$ cat src/rtl/alu_pipe.sv
// alu_pipe: pipelined integer ALU with credit-based input handshake and a CDB output FIFO
module alu_pipe #(
    parameter int XLEN  = 32,
    parameter int ROB_W = 4,
    parameter int OPT_W = 6,
    parameter int DEPTH = 2,
    parameter int OBUF  = 2
) (
    input  logic             clk,
    input  logic             rst,
    input  logic             rdy,
    input  logic             flush,
    input  logic             in_valid,
    output logic             in_ready,
    input  logic [OPT_W-1:0] in_opt,
    input  logic [XLEN-1:0]  in_val1,
    input  logic [XLEN-1:0]  in_val2,
    input  logic [XLEN-1:0]  in_imm,
    input  logic [ROB_W-1:0] in_rob_idx,
    output logic             cdb_valid,
    output logic [ROB_W-1:0] cdb_src,
    output logic [XLEN-1:0]  cdb_val,
    output logic             cdb_tk,
    input  logic             cdb_grant
);
    localparam logic [OPT_W-1:0] OPT_LUI   = OPT_W'(1);
    localparam logic [OPT_W-1:0] OPT_AUIPC = OPT_W'(2);
    localparam logic [OPT_W-1:0] OPT_JAL   = OPT_W'(3);
    localparam logic [OPT_W-1:0] OPT_JALR  = OPT_W'(4);
    localparam logic [OPT_W-1:0] OPT_BEQ   = OPT_W'(5);
    localparam logic [OPT_W-1:0] OPT_BNE   = OPT_W'(6);
    localparam logic [OPT_W-1:0] OPT_BLT   = OPT_W'(7);
    localparam logic [OPT_W-1:0] OPT_BGE   = OPT_W'(8);
    localparam logic [OPT_W-1:0] OPT_BLTU  = OPT_W'(9);
    localparam logic [OPT_W-1:0] OPT_BGEU  = OPT_W'(10);
    localparam logic [OPT_W-1:0] OPT_ADDI  = OPT_W'(19);
    localparam logic [OPT_W-1:0] OPT_SLTI  = OPT_W'(20);
    localparam logic [OPT_W-1:0] OPT_SLTIU = OPT_W'(21);
    localparam logic [OPT_W-1:0] OPT_XORI  = OPT_W'(22);
    localparam logic [OPT_W-1:0] OPT_ORI   = OPT_W'(23);
    localparam logic [OPT_W-1:0] OPT_ANDI  = OPT_W'(24);
    localparam logic [OPT_W-1:0] OPT_SLLI  = OPT_W'(25);
    localparam logic [OPT_W-1:0] OPT_SRLI  = OPT_W'(26);
    localparam logic [OPT_W-1:0] OPT_SRAI  = OPT_W'(27);
    localparam logic [OPT_W-1:0] OPT_ADD   = OPT_W'(28);
    localparam logic [OPT_W-1:0] OPT_SUB   = OPT_W'(29);
    localparam logic [OPT_W-1:0] OPT_SLL   = OPT_W'(30);
    localparam logic [OPT_W-1:0] OPT_SLT   = OPT_W'(31);
    localparam logic [OPT_W-1:0] OPT_SLTU  = OPT_W'(32);
    localparam logic [OPT_W-1:0] OPT_XOR   = OPT_W'(33);
    localparam logic [OPT_W-1:0] OPT_SRL   = OPT_W'(34);
    localparam logic [OPT_W-1:0] OPT_SRA   = OPT_W'(35);
    localparam logic [OPT_W-1:0] OPT_OR    = OPT_W'(36);
    localparam logic [OPT_W-1:0] OPT_AND   = OPT_W'(37);

    localparam int SW = $clog2(XLEN);
    localparam int PW = OBUF > 1 ? $clog2(OBUF) : 1;

    logic [XLEN-1:0]  res;
    logic             tk;
    logic             fire, nv, pop, tv, tt;
    logic [ROB_W-1:0] ts;
    logic [XLEN-1:0]  td;
    logic [3:0]       inflight, count;
    logic [PW-1:0]    head, tail;
    logic [ROB_W-1:0] f_src [OBUF];
    logic [XLEN-1:0]  f_val [OBUF];
    logic             f_tk  [OBUF];

    function automatic logic [PW-1:0] nxt(input logic [PW-1:0] p);
        return (p == PW'(OBUF - 1)) ? '0 : p + 1'b1;
    endfunction

    // Combinational ALU on the incoming op; unknown opcodes yield zero
    always_comb begin
        res = '0;
        tk  = 1'b0;
        case (in_opt)
            OPT_LUI, OPT_AUIPC, OPT_JALR, OPT_ADDI: res = in_val1 + in_imm;
            OPT_JAL, OPT_ADD: res = in_val1 + in_val2;
            OPT_SUB:   res = in_val1 - in_val2;
            OPT_AND:   res = in_val1 & in_val2;
            OPT_OR:    res = in_val1 | in_val2;
            OPT_XOR:   res = in_val1 ^ in_val2;
            OPT_ANDI:  res = in_val1 & in_imm;
            OPT_ORI:   res = in_val1 | in_imm;
            OPT_XORI:  res = in_val1 ^ in_imm;
            OPT_SLL:   res = in_val1 << in_val2[SW-1:0];
            OPT_SRL:   res = in_val1 >> in_val2[SW-1:0];
            OPT_SRA:   res = XLEN'($signed(in_val1) >>> in_val2[SW-1:0]);
            OPT_SLLI:  res = in_val1 << in_imm[SW-1:0];
            OPT_SRLI:  res = in_val1 >> in_imm[SW-1:0];
            OPT_SRAI:  res = XLEN'($signed(in_val1) >>> in_imm[SW-1:0]);
            OPT_SLT:   res = XLEN'($signed(in_val1) < $signed(in_val2));
            OPT_SLTI:  res = XLEN'($signed(in_val1) < $signed(in_imm));
            OPT_SLTU:  res = XLEN'(in_val1 < in_val2);
            OPT_SLTIU: res = XLEN'(in_val1 < in_imm);
            OPT_BEQ:   tk  = in_val1 == in_val2;
            OPT_BNE:   tk  = in_val1 != in_val2;
            OPT_BLT:   tk  = $signed(in_val1) < $signed(in_val2);
            OPT_BGE:   tk  = $signed(in_val1) >= $signed(in_val2);
            OPT_BLTU:  tk  = in_val1 < in_val2;
            OPT_BGEU:  tk  = in_val1 >= in_val2;
            default: ;
        endcase
    end

    // A pop frees its credit in the same cycle, so in_ready depends on the grant
    assign cdb_valid = rdy & ~rst & (count != 4'd0);
    assign pop       = cdb_valid & cdb_grant;
    assign in_ready  = rdy & ~rst & ((inflight + count - {3'b0, pop}) < 4'(OBUF));
    assign fire      = in_valid & in_ready & ~flush;
    assign nv        = fire & (in_rob_idx != '0);
    assign cdb_src   = cdb_valid ? f_src[head] : '0;
    assign cdb_val   = cdb_valid ? f_val[head] : '0;
    assign cdb_tk    = cdb_valid & f_tk[head];

    if (DEPTH == 1) begin : g_direct
        assign tv       = nv;
        assign ts       = in_rob_idx;
        assign td       = res;
        assign tt       = tk;
        assign inflight = '0;
    end else begin : g_pipe
        localparam int NS = DEPTH - 1;
        logic             sv [NS];
        logic [ROB_W-1:0] ss [NS];
        logic [XLEN-1:0]  sd [NS];
        logic             st [NS];
        // Shift register of results ahead of the FIFO; flush kills every stage
        always_ff @(posedge clk) begin
            if (rst) begin
                for (int i = 0; i < NS; i++) sv[i] <= 1'b0;
            end else if (rdy) begin
                sv[0] <= nv & ~flush;
                ss[0] <= in_rob_idx;
                sd[0] <= res;
                st[0] <= tk;
                for (int i = 1; i < NS; i++) begin
                    sv[i] <= sv[i-1] & ~flush;
                    ss[i] <= ss[i-1];
                    sd[i] <= sd[i-1];
                    st[i] <= st[i-1];
                end
            end
        end
        // Count occupied stages for the credit check
        always_comb begin
            inflight = '0;
            for (int i = 0; i < NS; i++) inflight = inflight + {3'b0, sv[i]};
        end
        assign tv = sv[NS-1];
        assign ts = ss[NS-1];
        assign td = sd[NS-1];
        assign tt = st[NS-1];
    end

    // Circular output FIFO; credits guarantee a push never meets a full buffer
    always_ff @(posedge clk) begin
        if (rst) begin
            head  <= '0;
            tail  <= '0;
            count <= '0;
        end else if (rdy) begin
            if (flush) begin
                head  <= '0;
                tail  <= '0;
                count <= '0;
            end else begin
                if (tv) begin
                    f_src[tail] <= ts;
                    f_val[tail] <= td;
                    f_tk[tail]  <= tt;
                    tail        <= nxt(tail);
                end
                if (pop) head <= nxt(head);
                count <= count + {3'b0, tv} - {3'b0, pop};
            end
        end
    end
endmodule

$ cat config.mk
export PLATFORM = sky130hd
export DESIGN_NAME = alu_pipe
export DESIGN_NICKNAME = d
export VERILOG_FILES = /design/src/rtl/alu_pipe.sv
export SDC_FILE = /design/constraint.sdc
export NUM_CORES = 1
export LEC_CHECK = 0
export CORE_ASPECT_RATIO = 0.8
export CORE_MARGIN = 10
export CORE_UTILIZATION = 25
export CTS_BUF_LIST = sky130_fd_sc_hd__clkbuf_4
export CTS_CLUSTER_DIAMETER = 80
export CTS_CLUSTER_SIZE = 25
export DETAILED_ROUTE_END_ITERATION = 10
export GPL_TIMING_DRIVEN = 0
export PLACE_DENSITY = 0.48
export SYNTH_ARGS = -nofsm -noshare
export SYNTH_HDL_FRONTEND = slang
export SYNTH_SLANG_ARGS = --single-unit
$ cat constraint.sdc
create_clock -name clk -period 13.2 [get_ports clk]
set_input_delay 2.64 -clock clk [delete_from_list [all_inputs] [get_ports clk]]
set_output_delay 2.64 -clock clk [all_outputs]
set_load 0.01 [all_outputs]
# ---- Word level (Yosys, flattened, before mapping)
# Memory sizes are Yosys's and may differ from the RTL's. A register that Yosys moved wholly into a read port is not among the register bits.
# Index checks and enable logic that the tools add are counted.
# Widths: inputs -> output; s select.
dict set report word_totals {
  reg_bits 6
  word_cells 116
  ramBits 112
  inputBits 112
  output_inout_bits 39
  n_memories 7
}
# name depth width rd rd_ports_with_merged_regs write_ports line_no
set mem_list {}
lappend mem_list {f_val 2 32 1 1 1 67} ;# logic [XLEN-1:0] f_val [OBUF];
lappend mem_list {g_pipe.sd 1 32 1 0 1 128} ;# logic [XLEN-1:0] sd [NS];
lappend mem_list {f_src 2 4 1 1 1 66} ;# logic [ROB_W-1:0] f_src [OBUF];
lappend mem_list {g_pipe.ss 1 4 1 0 1 127} ;# logic [ROB_W-1:0] ss [NS];
lappend mem_list {f_tk 2 1 1 1 1 68} ;# logic f_tk [OBUF];
lappend mem_list {g_pipe.st 1 1 1 0 1 129} ;# logic st [NS];
lappend mem_list {{1 more memories} - - - - - -}
dict set report op_classes {
  n_bitwise 17
  n_reduce_logical 9
  mux 29
  magnitude_cmp 7
  shift 6
  add_sub_neg 7
  eq_ne 31
}
# operator count
set ops {}
lappend ops {{$pmux 32 s19} 1}
lappend ops {{$lt 32x32->1} 4}
lappend ops {{$eq 6x5->1 const B} 13}
lappend ops {{$add 32x32->32} 2}
lappend ops {{$and 32x32->32} 2}
lappend ops {{$ge 32x32->1} 2}
lappend ops {{$or 32x32->32} 2}
lappend ops {{$shl 32x5->32} 2}
lappend ops {{$shr 32x5->32} 2}
lappend ops {{$sshr 32x5->32} 2}
lappend ops {{$xor 32x32->32} 2}
lappend ops {{$eq 6x6->1 const B} 6}
lappend ops {{$eq 32x32->1} 1}
lappend ops {{$mux 32} 1}
lappend ops {{$ne 32x32->1} 1}
lappend ops {{$sub 32x32->32} 1}
lappend ops {{$eq 6x3->1 const B} 4}
lappend ops {{$mux 1} 24}
lappend ops {{$eq 6x4->1 const B} 3}
lappend ops {{$eq 6x2->1 const B} 2}
lappend ops {{$and 1x1->1} 9}
lappend ops {{$mux 4} 2}
lappend ops {{$reduce_bool 4->1} 2}
lappend ops {{$eq 6x1->1 const B} 1}
lappend ops {{11 further kinds} 15}

# ---- Longest topological paths before layout
# Gate-level depths: netlist of the first run.
dict set report logic_depth {
  depth_word 12
  depth_mapped 20
  mapped_depth_nobuf 16
}

# ---- Worst setup path after synthesis of the first run
# Ideal clock, no wire load.
dict set report synth_path {
  path_kind {in2out}
  from {input port rst}
  to {output port in_ready}
  arrival_time_ns 5.401
  slack_ns 5.159
  path_stages 10
  n_path_buf 0
  cell_sequence {nand2b_1 -> inv_1 -> nand2_1 -> inv_1 -> and2_1 -> ha_1 -> inv_1 -> ha_1 -> fa_1 -> nor4_1}
}
dict set report synth_between {
  elab_chain_len 7
}
# item line_no
set synth_rtl {}
lappend synth_rtl {{from (decl)} 10} ;# input logic rst,
lappend synth_rtl {{$not 1->1} 109} ;# assign cdb_valid = rdy & ~rst & (count != 4'd0);
lappend synth_rtl {{$and 1x1->1 (2 in series)} 109}
lappend synth_rtl {{named net cdb_valid} 20} ;# output logic cdb_valid,
lappend synth_rtl {{$and 1x1->1} 110} ;# assign pop = cdb_valid & cdb_grant;
lappend synth_rtl {{$sub 4x1->4} -}
lappend synth_rtl {{$lt 4x2->1} 111} ;# assign in_ready = rdy & ~rst & ((inflight + count - {3'b0, pop}) < 4'(OBUF));
lappend synth_rtl {{$and 1x1->1} 111}
lappend synth_rtl {{to (decl)} 14} ;# output logic in_ready,
# The timed path passes the listed nets, and every way through them passes these cells.

# ---- Worst setup path after layout of the first run
dict set report layout_path {
  from {input port in_opt[0]}
  to {memory g_pipe.sd[0][29], data pin}
}
dict set report layout_between {
  elab_chain_len 3
}
# item line_no
set layout_rtl {}
lappend layout_rtl {{from (decl)} 15} ;# input logic [OPT_W-1:0] in_opt,
lappend layout_rtl {{$eq 6x1->1 (tied with other cells)} 78} ;# case (in_opt)
lappend layout_rtl {{$reduce_or 4->1 or $reduce_or 2->1 (tied branches)} 78}
lappend layout_rtl {{$pmux 32 s19 *} 78}
lappend layout_rtl {{named net res[29]} 59} ;# logic [XLEN-1:0] res;
lappend layout_rtl {{to (decl)} 128}
# The timed path passes the listed nets; every way through them passes the cells marked *.

==> results.md, run 1 <==
- The headroom to the max-slew limit is 3.368%.
- The number of optimization iterations in the first detailed-route pass is 6.
- Once the floorplan was initialized, standard cells occupied 25.31% of the core.
- The setup skew after layout is 0.01563 ns.
- For the pin with the worst max-slew slack, the measured transition is approximately 1.4 ns.
- The kind of cell with the highest combined delay on the critical path is compound AO/OA/AOI/OAI gates.
- The setup slack after layout is 3.572 ns.
- The critical path goes through clkdlybuf4s50_1 -> clkbuf_1 -> nand2_1 -> or4_1 -> a21oi_1 -> clkbuf_1 -> nand2_1 -> o21ai_0 -> ha_1 -> a211oi_1 -> a21oi_1 -> o31a_1 -> a311oi_1 -> o21a_1 -> o21ai_0 -> a21oi_1 -> o31ai_1 -> a211o_1.
- The ratio of routed vias to standard cells is 6.055.
- The startpoint type of the worst setup path is a primary input.
- The die is 315.7 µm wide.
- The flow ran to the end, and the final reports show no timing, DRC or antenna violations.
- The floorplan die height is 256.5 µm.
- At the later pin of the worst-skew pair, clock insertion delay measures 0.51 ns.
- The setup check on the worst reg-to-reg path leaves a slack of 10.19 ns.
- The initial antenna violation count is 13.
- The capturing element type of the critical path is a flop.
- The initialized floorplan defines 86 standard-cell rows.
- The data required time of the worst path is around 13 ns.
- The area added between synthesis and finish is 17.39%.
- Counting every sink on the clock net gives ~120.
- The share of the synthesized area in the top cell type is about a fifth.
- The final weighted congestion in routability-driven placement is 1.067.
- By area the synthesized netlist is led by edfxtp_1 19%, mux2i_1 14%, ha_1 7.4%, nand2_1 7.2%, a21oi_1 5.4%.
- The aggregate routed wire length is 117,700 µm.
- The number of input and output port buffers inserted is 143.
- The number of I/O pins is 151.
- Along the worst path, the maximum fanout reaches 10.
- The reported max-cap violation count is 0.
- The number of enable flip-flop cells after synthesis is 112.
- The fraction of final layout cells sized beyond drive strength 1 is between 5 and 6%.
- The critical path is of the primary input to flop type.
- Hold timing on the final database bottoms out at a slack of 0.4431 ns.
- Of the synthesized area, sequential elements account for between 20% and 30%.
- Yosys mapped the design onto 88 distinct sky130hd cell types.
- The via count of the first global-routing pass is a little under 20,000.
- The count of nets left with antenna violations once routing finished came out at 0.
- Timing would allow up to a little over 100 MHz.
- The post-synthesis cell count is ~2,300.
- After synthesis, the mean cell area works out to roughly 7.5 µm².
- The count of H-tree levels built during CTS is 4.
- After detailed routing, the average wire length per cell comes to 34.16 µm.
- The number of fillers in the final layout is ~7,600.
- Adding up every negative setup slack in the final design gives 0 ns.
- The total global routing overflow is 0.
- In the synthesized netlist the async set-or-reset flop fraction comes to 0%.
- After clock tree synthesis, the repair step resized 0 gates.
- The number of buffers and inverters on the critical path is 3.
- The remaining design rule violation count is 0.
- The number of buffers on the longest clock path is 2.
- The synthesized design spends more area on one cell type than any other, namely edfxtp_1.
- After clock tree synthesis, the setup repair step added 0 buffers.
- Global routing used 27.75% of the available tracks.
- The tree is rooted in a clkbuf_4.
- The final-report max-slew violation count is 0.
- After layout, the worst path uses 72.94% of the clock period.
- The cell area that synthesis handed to floorplanning was 17,480 µm².
- The slowest stage of the critical path is the a311oi_1 cell.
- The data arrival at the endpoint of the critical path is a little under 10 ns.
- The setup slack after placement is 3.388 ns.
- The floorplan step defined a die boundary enclosing 80,980 µm².
- The hold buffer count at cts is 0.
- The register bit count reported by yosys is approximately 120.
- The count of endpoints failing setup in the final report is 0.
- The total nets after synthesis is 2,542.
- The placeable core region is 69,080 µm².
- Setup repair after global routing left no endpoint under its margin.
- Summed over all cells, the static leakage comes to about 8 nW.
- Yosys printed 0 warnings.
- For this run, the slowest stage of the critical path takes 1.10 ns.
- The commonest register cell after synthesis is edfxtp_1.
- The clock-pin slew of the registers on the worst-case setup and hold paths is 0.12 ns.
- The final number of hold-violating endpoints is 0.
- The TritonCTS buffer count is 17.
- The areal power density over the cells is 70.77 nW/µm².
- VDD sags by at most 0.05188 mV.
- The worst min-delay path class is flop to flop.
- The minimum clock period is 9.628 ns.
- The total via count after detailed routing is 20,860.
- The largest net degree at the start of global routing is 39.
- Summed over all nets, the half-perimeter wirelength after detailed placement is between 90,000 and 100,000 µm.
- After the first detailed-routing iteration, the DRC count stood at 2,952.
- TritonCTS built the clock tree.
- The cell type with the highest occurrence count on the critical path is a21oi_1.
- In the final design database the tool counted 2,716 nets.
- The first global-routing pass estimated 160,700 µm of wire.
[worst register-to-register path, stage by stage (launching register included)]
cell      delay (ns)
dfxtp_1         0.35
inv_1           0.06
ha_1            0.20
nand2_1         0.06
nand2_1         0.06
inv_1           0.13
and2_1          0.20
ha_1            0.25
inv_1           0.06
ha_1            0.17
fa_1            0.45
nor4_1          0.51
nor4bb_1        0.35
[state kept, by name, summed over array words and instances, names as in the netlist, named ones only]
register   count
count          4
f_src          8
f_tk           2
f_val         64
g_pipe.sd     32
g_pipe.ss      4
g_pipe.st      1
g_pipe.sv      1
head           1
tail           1
[worst paths after layout]
check,from,end,depth (start not counted)
worst min-delay path,g_pipe.ss[0][1]$_DFFE_PP_,f_src[1][1]$_DFFE_PP_,0
worst max-delay path,in_opt[0],g_pipe.sd[0][29]$_DFFE_PP_,18
worst min register to register,g_pipe.ss[0][1]$_DFFE_PP_,f_src[1][1]$_DFFE_PP_,0
worst max register to register,count[2]$_SDFFE_PP0P_,g_pipe.sv[0]$_DFFE_PP_,12
[per-layer routing]
layer  track usage [%]  up-vias  share of wire (%)
li1                  -     8959                  -
met1             38.89    10350                 45
met2             39.04     1318                 40
met3             8.619      217                 11
met4             10.07       10                4.2
met5                 0        -              0.054
[cell usage after synthesis, types with 6 or more instances]
| cell | number |
|---|---|
| nand2_1 | 335 |
| mux2i_1 | 237 |
| a21oi_1 | 188 |
| o21ai_0 | 185 |
| nor2_1 | 182 |
| clkbuf_1 | 122 |
| edfxtp_1 | 112 |
| ha_1 | 103 |
| inv_1 | 90 |
| nand3_1 | 82 |
| xnor2_1 | 47 |
| a21o_1 | 39 |
| o211ai_1 | 37 |
| a31oi_1 | 34 |
| nor3_1 | 34 |
| buf_2 | 29 |
| nand4_1 | 29 |
| o22ai_1 | 29 |
| xor2_1 | 25 |
| a221oi_1 | 23 |
| a211oi_1 | 22 |
| and3_1 | 22 |
| nand2b_1 | 21 |
| nor2b_1 | 19 |
| buf_1 | 17 |
| mux2_2 | 16 |
| mux4_2 | 14 |
| nor4_1 | 13 |
| o221ai_1 | 13 |
| and2_1 | 12 |
| a32oi_1 | 11 |
| a211o_1 | 9 |
| a22oi_1 | 9 |
| o2111ai_1 | 9 |
| or3_1 | 9 |
| o21a_1 | 8 |
| or2_2 | 8 |
| dfxtp_1 | 7 |
| o21ai_1 | 7 |
| a2111oi_0 | 6 |
| a311oi_1 | 6 |
| nand3b_1 | 6 |
| o21bai_1 | 6 |
[through the flow]
| stage | instances | utilization [%] | total power, W | cell area (µm²) |
|---|---|---|---|---|
| finish | 3444 | 29.71 | 0.001452 | 20520 |
| global route | 3436 | 29.68 | 0.001511 | 20500 |
| CTS | 3435 | 29.68 | 0.001430 | 20500 |
| detailed placement | 3403 | 29.23 | 0.001147 | 20190 |
| global placement | 3391 | 29.06 | 0.001147 | 20070 |
| floorplan | 2324 | - | 0.0008297 | 17480 |
[layout make-up]
class / count / area, µm² / area share [%]
diodes: 9 / 22.52 / 0.1097
plain buffers: 179 / 767.0 / 3.737
clock buffers: 18 / 135.1 / 0.6584
clock inverters: 14 / 173.9 / 0.8474
inverters: 92 / 345.3 / 1.683
multi-input cells: 1934 / 12890 / 62.83
flip-flops and latches: 119 / 3503 / 17.07
well taps: 924 / 1156 / 5.633
repair buffers: 155 / 1526 / 7.437
[layout by cell type (no fill, tap or decap), types with 17 or more instances in the layout]
| master | n |
|---|---|
| nand2_1 | 335 |
| mux2i_1 | 237 |
| a21oi_1 | 188 |
| o21ai_0 | 185 |
| nor2_1 | 181 |
| clkdlybuf4s50_1 | 143 |
| clkbuf_1 | 121 |
| edfxtp_1 | 112 |
| ha_1 | 103 |
| inv_1 | 89 |
| nand3_1 | 82 |
| xnor2_1 | 47 |
| a21o_1 | 39 |
| o211ai_1 | 37 |
| a31oi_1 | 34 |
| nor3_1 | 34 |
| buf_2 | 30 |
| nand4_1 | 29 |
| o22ai_1 | 29 |
| xor2_1 | 25 |
| a221oi_1 | 23 |
| a211oi_1 | 22 |
| and3_1 | 22 |
| nand2b_1 | 21 |
| nor2b_1 | 19 |
| clkbuf_4 | 18 |
| buf_1 | 17 |
[kinds of logic (layout without fill, tap and decap cells)]
group / after synthesis / after routing / synth area share (%)
other: 0 / 9 / 0
xor gates and xnor gates: 72 / 72 / 3.607
DFF: 119 / 119 / 20.04
buffers and inverters: 271 / 458 / 6.355
adders and majority gates: 106 / 106 / 7.714
muxes: 272 / 272 / 16.84
and+or+nand+nor: 799 / 799 / 20.86
AOI/OAI and AO/OA: 685 / 685 / 24.59
[power breakdown]
part	internal [W]	switching, W
clock	0.000135	0.000143
sequential	0.000428	0.00000518
combinational	0.000228	0.000513
total	0.000791	0.000662
Note: power is estimated with default switching activity, not from simulation.
==> inputs of run 2 (changes only) <==
--- a/config.mk
+++ b/config.mk
@@ -13,7 +13,7 @@
 export CTS_CLUSTER_SIZE = 25
 export DETAILED_ROUTE_END_ITERATION = 10
 export GPL_TIMING_DRIVEN = 0
-export PLACE_DENSITY = 0.48
+export PLACE_DENSITY = 0.49
 export SYNTH_ARGS = -nofsm -noshare
 export SYNTH_HDL_FRONTEND = slang
 export SYNTH_SLANG_ARGS = --single-unit
==> constraint.sdc (replaced) <==
create_clock -name clk -period 8.8 [get_ports clk]
set_input_delay 1.76 -clock clk [delete_from_list [all_inputs] [get_ports clk]]
set_output_delay 1.76 -clock clk [all_outputs]
set_load 0.01 [all_outputs]
==> run 2 against run 1 <==
Against the previous run:
- register-to-register slack worse by 4.3 ns
- worst setup slack lost 3.5 ns
- first-iteration DRC count fell by 2.8%
- clock skew is 0.0057 ns higher
- sequential share of layout area about the same
- critical endpoint unchanged
- the run now ends with capacitance limit, slew limit left
- wire length is 3.2% lower
- combinational power grew 50%
- core utilization up 0.080 points
- worst hold slack better by 0.0035 ns
==> results.md, run 2 (same netlist as run 1, synthesis figures left out) <==
- The flow ran to the end, but the final reports show violations.
- The checks that failed: capacitance limit, slew limit.
- The largest net degree at the start of global routing is 39 (unchanged).
- The slack of the worst reg-to-reg path is 5.89 ns (-4.30 ns).
- The remaining design rule violation count is 0 (unchanged).
- CTS placed an instance of clkbuf_4 at the clock tree root.
- The kind of critical path is primary input to flop.
- The flip-flop count of the largest register, all copies and words added is 64 (unchanged).
- Of the available clock period, the critical path in the final layout requires 98.73%.
- The wire length on met2 is 45,070 µm (-3.7%).
- The die outline area is 80,980 µm² (unchanged).
- The ratio of routed vias to standard cells is 6.073 (+0.29%).
- The placement row count is 86 (unchanged).
- The number of nets in the finished design came to 2,717 (+0.037%).
- The initial antenna violation count is 7 (-6).
- In the layout the commonest cells are 335 x nand2_1, 237 x mux2i_1, 188 x a21oi_1.
- The areal power density over the cells is 108.9 nW/µm² (+54%).
- The clock-pin slew of the registers on the worst-case setup and hold paths is 0.12 ns (about the same).
- The number of buffers on the longest clock path is 2 (unchanged).
- The met3 layer wire length in the routed design was 14,600 µm (+10%).
- The count of endpoints failing setup in the final report is 0 (unchanged).
- The number of I/O pins came to 151 (unchanged).
- The hold buffer count at cts is 0 (unchanged).
- The cell with the largest stage delay on the worst path is a311oi_1.
- The detailed placer's ending HPWL is 92,190 µm (-4.7%).
- The most common cell after layout, fill and taps aside is nand2_1.
- The first-pass GRT wire length was 154,400 µm (-3.9%).
- The largest registers in the layout are f_val x64, g_pipe.sd x32, f_src x8.
- The peak per-stage delay on the critical path is 1.16 ns (+0.06 ns).
- The worst flop-to-flop path endpoint is g_pipe.sv[0]$_DFFE_PP_.
- The capture endpoint of the worst hold path is f_val[0][27]$_DFFE_PP_.
- The smallest clock period supported by the final layout is computed as 8.688 ns.
- The number of input and output port buffers inserted is 143 (unchanged).
- The fmax is about 120 MHz.
- The buffer count from post-CTS setup fixing came to 0 (unchanged).
- The first-iteration detailed-routing DRC count is 2,869 (-2.8%).
- STA classifies the critical path startpoint as a primary input.
- Counting flops per register, the top entry is f_val.
- The largest voltage drop on the vdd net came to 0.06724 mV (+30%).
- The headroom to the max-slew limit is -9.756% (-13 points).
- The setup TNS after final layout is 0 ns (unchanged).
- The leakage power of the design is 8.064 nW (+0.41%).
- The data arrival at the endpoint of the critical path is 8.93 ns (-0.97 ns).
- The number of cells upsized or downsized after cts is 0 (unchanged).
- The cell type with the highest occurrence count on the critical path is a21oi_1.
- The total global routing overflow is 0 (unchanged).
- Setup repair after global routing left no endpoint under its margin.
- Compared with the post-synthesis result, the final layout area differs by 17.70%.
- The floorplan die height came to 256.5 µm (unchanged).
- The worst-skew pair later-pin latency is 0.49 ns (-0.02 ns).
- The final number of hold-violating endpoints came to 0 (unchanged).
- The slew at the pin closest to its max-slew limit is 1.629 ns (+0.1850 ns).
- The number of fillers in the final layout is 7,645 (+0.62%).
- The count of cells along the worst register-to-register path is 12 (unchanged).
- The met1 layer wirelength in the final routing is 50,150 µm (-4.6%).
- The placeable core region is 69,080 µm² (unchanged).
- The worst min-delay path class is flop to flop.
- The critical path goes through clkdlybuf4s50_1 -> clkbuf_1 -> nand2_1 -> or4_1 -> a21oi_1 -> clkbuf_1 -> o21ai_0 -> ha_1 -> a211oi_1 -> a21oi_1 -> o31a_1 -> a311oi_1 -> o21a_1 -> o21ai_0 -> a21oi_1 -> o31ai_1 -> a211o_1.
- The detailed router used layers up to and including met5.
- The TritonCTS clock tree is built.
- The final-report max-slew violation count is 4 (+4).
- The via count of the first global-routing pass is 19,160 (-2.3%).
- The average wire per cell in the routed design came to 33.11 µm (-3.1%).
- The final total power is 0.002242 W (+54%).
- The floorplan die width is 315.7 µm (unchanged).
- The launch point of the worst reg-to-reg path is count[2]$_SDFFE_PP0P_.
- The number of optimization iterations in the first detailed-route pass is 6 (unchanged).
- The TritonCTS buffer count came to 17 (unchanged).
- The setup skew after layout is 0.02130 ns (+0.005661 ns).
- The fraction of final layout cells sized beyond drive strength 1 is 5.852% (+0.037 points).
- The capturing element type of the critical path is a flop.
- The worst hold path startpoint is g_pipe.sd[0][27]$_DFFE_PP_.
- The aggregate routed wire length is 113,900 µm (-3.2%).
- The total area of multi-input combinational cells is 12,900 µm² (about the same).
- The count of buffering cells on the critical path with inverters included is 3 (unchanged).
- The starting density of the core is 25.31% (unchanged).
- The largest driver fanout on the critical path is 10 (unchanged).
- The data required time of the worst path is 9.04 ns (-4.43 ns).
- The count of H-tree levels built during CTS is 4 (unchanged).
- The cell depth of the worst min-delay path came to 0 (unchanged).
- The cell family contributing the most delay on the critical path is compound AO/OA/AOI/OAI gates.
- The reported max-cap violation count is 2 (+2).
- The final core utilization was 29.79% (+0.080 points).
- The total routing usage reported by global routing is 26.75% (-1.0 points).
- The number of sinks handled by clock tree synthesis is 119 (unchanged).
- The number of antenna-violating nets in the routed design came to 0 (unchanged).
- The footprint of the flip-flops and latches came to 3503 µm² (unchanged).
- The final weighted congestion in routability-driven placement is 1.117 (+4.6%).
- The total via count after detailed routing is 20,900 (+0.20%).
==> run 2: per-layer routing <==
metal | GRT usage [%] | vias up
li1 | - | 8968
met1 | 37.76 | 10320
met2 | 37.23 | 1398
met3 | 9.342 | 209
met4 | 8.145 | 2
met5 | 0 | -
==> run 2: where the power goes <==
part / internal [W] / total [W] / switching (W) / leakage (nW)
Clock: 0.000265 / 0.000477 / 0.000212 / 0.185
Sequential: 0.000643 / 0.000651 / 0.00000803 / 1.04
Combinational: 0.000342 / 0.00111 / 0.000772 / 6.84
==> run 2: final cells by class <==
class	instances	share of cell area, %
Antenna cell	5	0.06080
Buffer	179	3.721
Clock buffer	19	0.6931
Clock inverter	13	1.058
Inverter	92	1.678
Multi-Input combinational cell	1934	62.67
Sequential cell	119	17.02
Tap cell	924	5.618
Timing Repair Buffer	156	7.478
==> run 2: worst max path at each step <==
stage | start | to | slack, ns | cells after the start
2_1_floorplan | in_opt[1] | g_pipe.sd[0][30]$_DFFE_PP_ | 2.39 | 18
3_3_place_gp | rst | f_val[0][4]$_DFFE_PP_ | -0.14 | 3
3_5_place_dp | in_opt[0] | g_pipe.sd[0][29]$_DFFE_PP_ | 0.02 | 17
4_1_cts | in_opt[0] | g_pipe.sd[0][29]$_DFFE_PP_ | 0.56 | 17
5_1_grt | in_opt[0] | g_pipe.sd[0][29]$_DFFE_PP_ | 0.06 | 17
6_report | in_opt[0] | g_pipe.sd[0][29]$_DFFE_PP_ | 0.11 | 17
==> run 2: stage by stage <==
| step | hold WS, ns | cell area (µm²) | cells | setup WS [ns] |
|---|---|---|---|---|
| 2_1_floorplan | 0.4215 | 17480 | 2324 | 2.385 |
| 3_3_place_gp | 0.4236 | 20070 | 3391 | -0.1446 |
| 3_5_place_dp | 0.4330 | 20210 | 3404 | 0.02464 |
| 4_1_cts | 0.4451 | 20570 | 3436 | 0.5596 |
| 5_1_grt | 0.4458 | 20570 | 3437 | 0.05595 |
| 6_report | 0.4466 | 20580 | 3441 | 0.1122 |
==> run 2: worst register-to-register path, stage by stage, from the launching register on <==
cell and delay, ns:
dfxtp_1 0.35, inv_1 0.06, ha_1 0.19, nand2_1 0.05, nand2_1 0.07, inv_1 0.12, and2_1 0.19, ha_1 0.25
inv_1 0.06, ha_1 0.17, fa_1 0.45, nor4_1 0.47, nor4bb_1 0.32
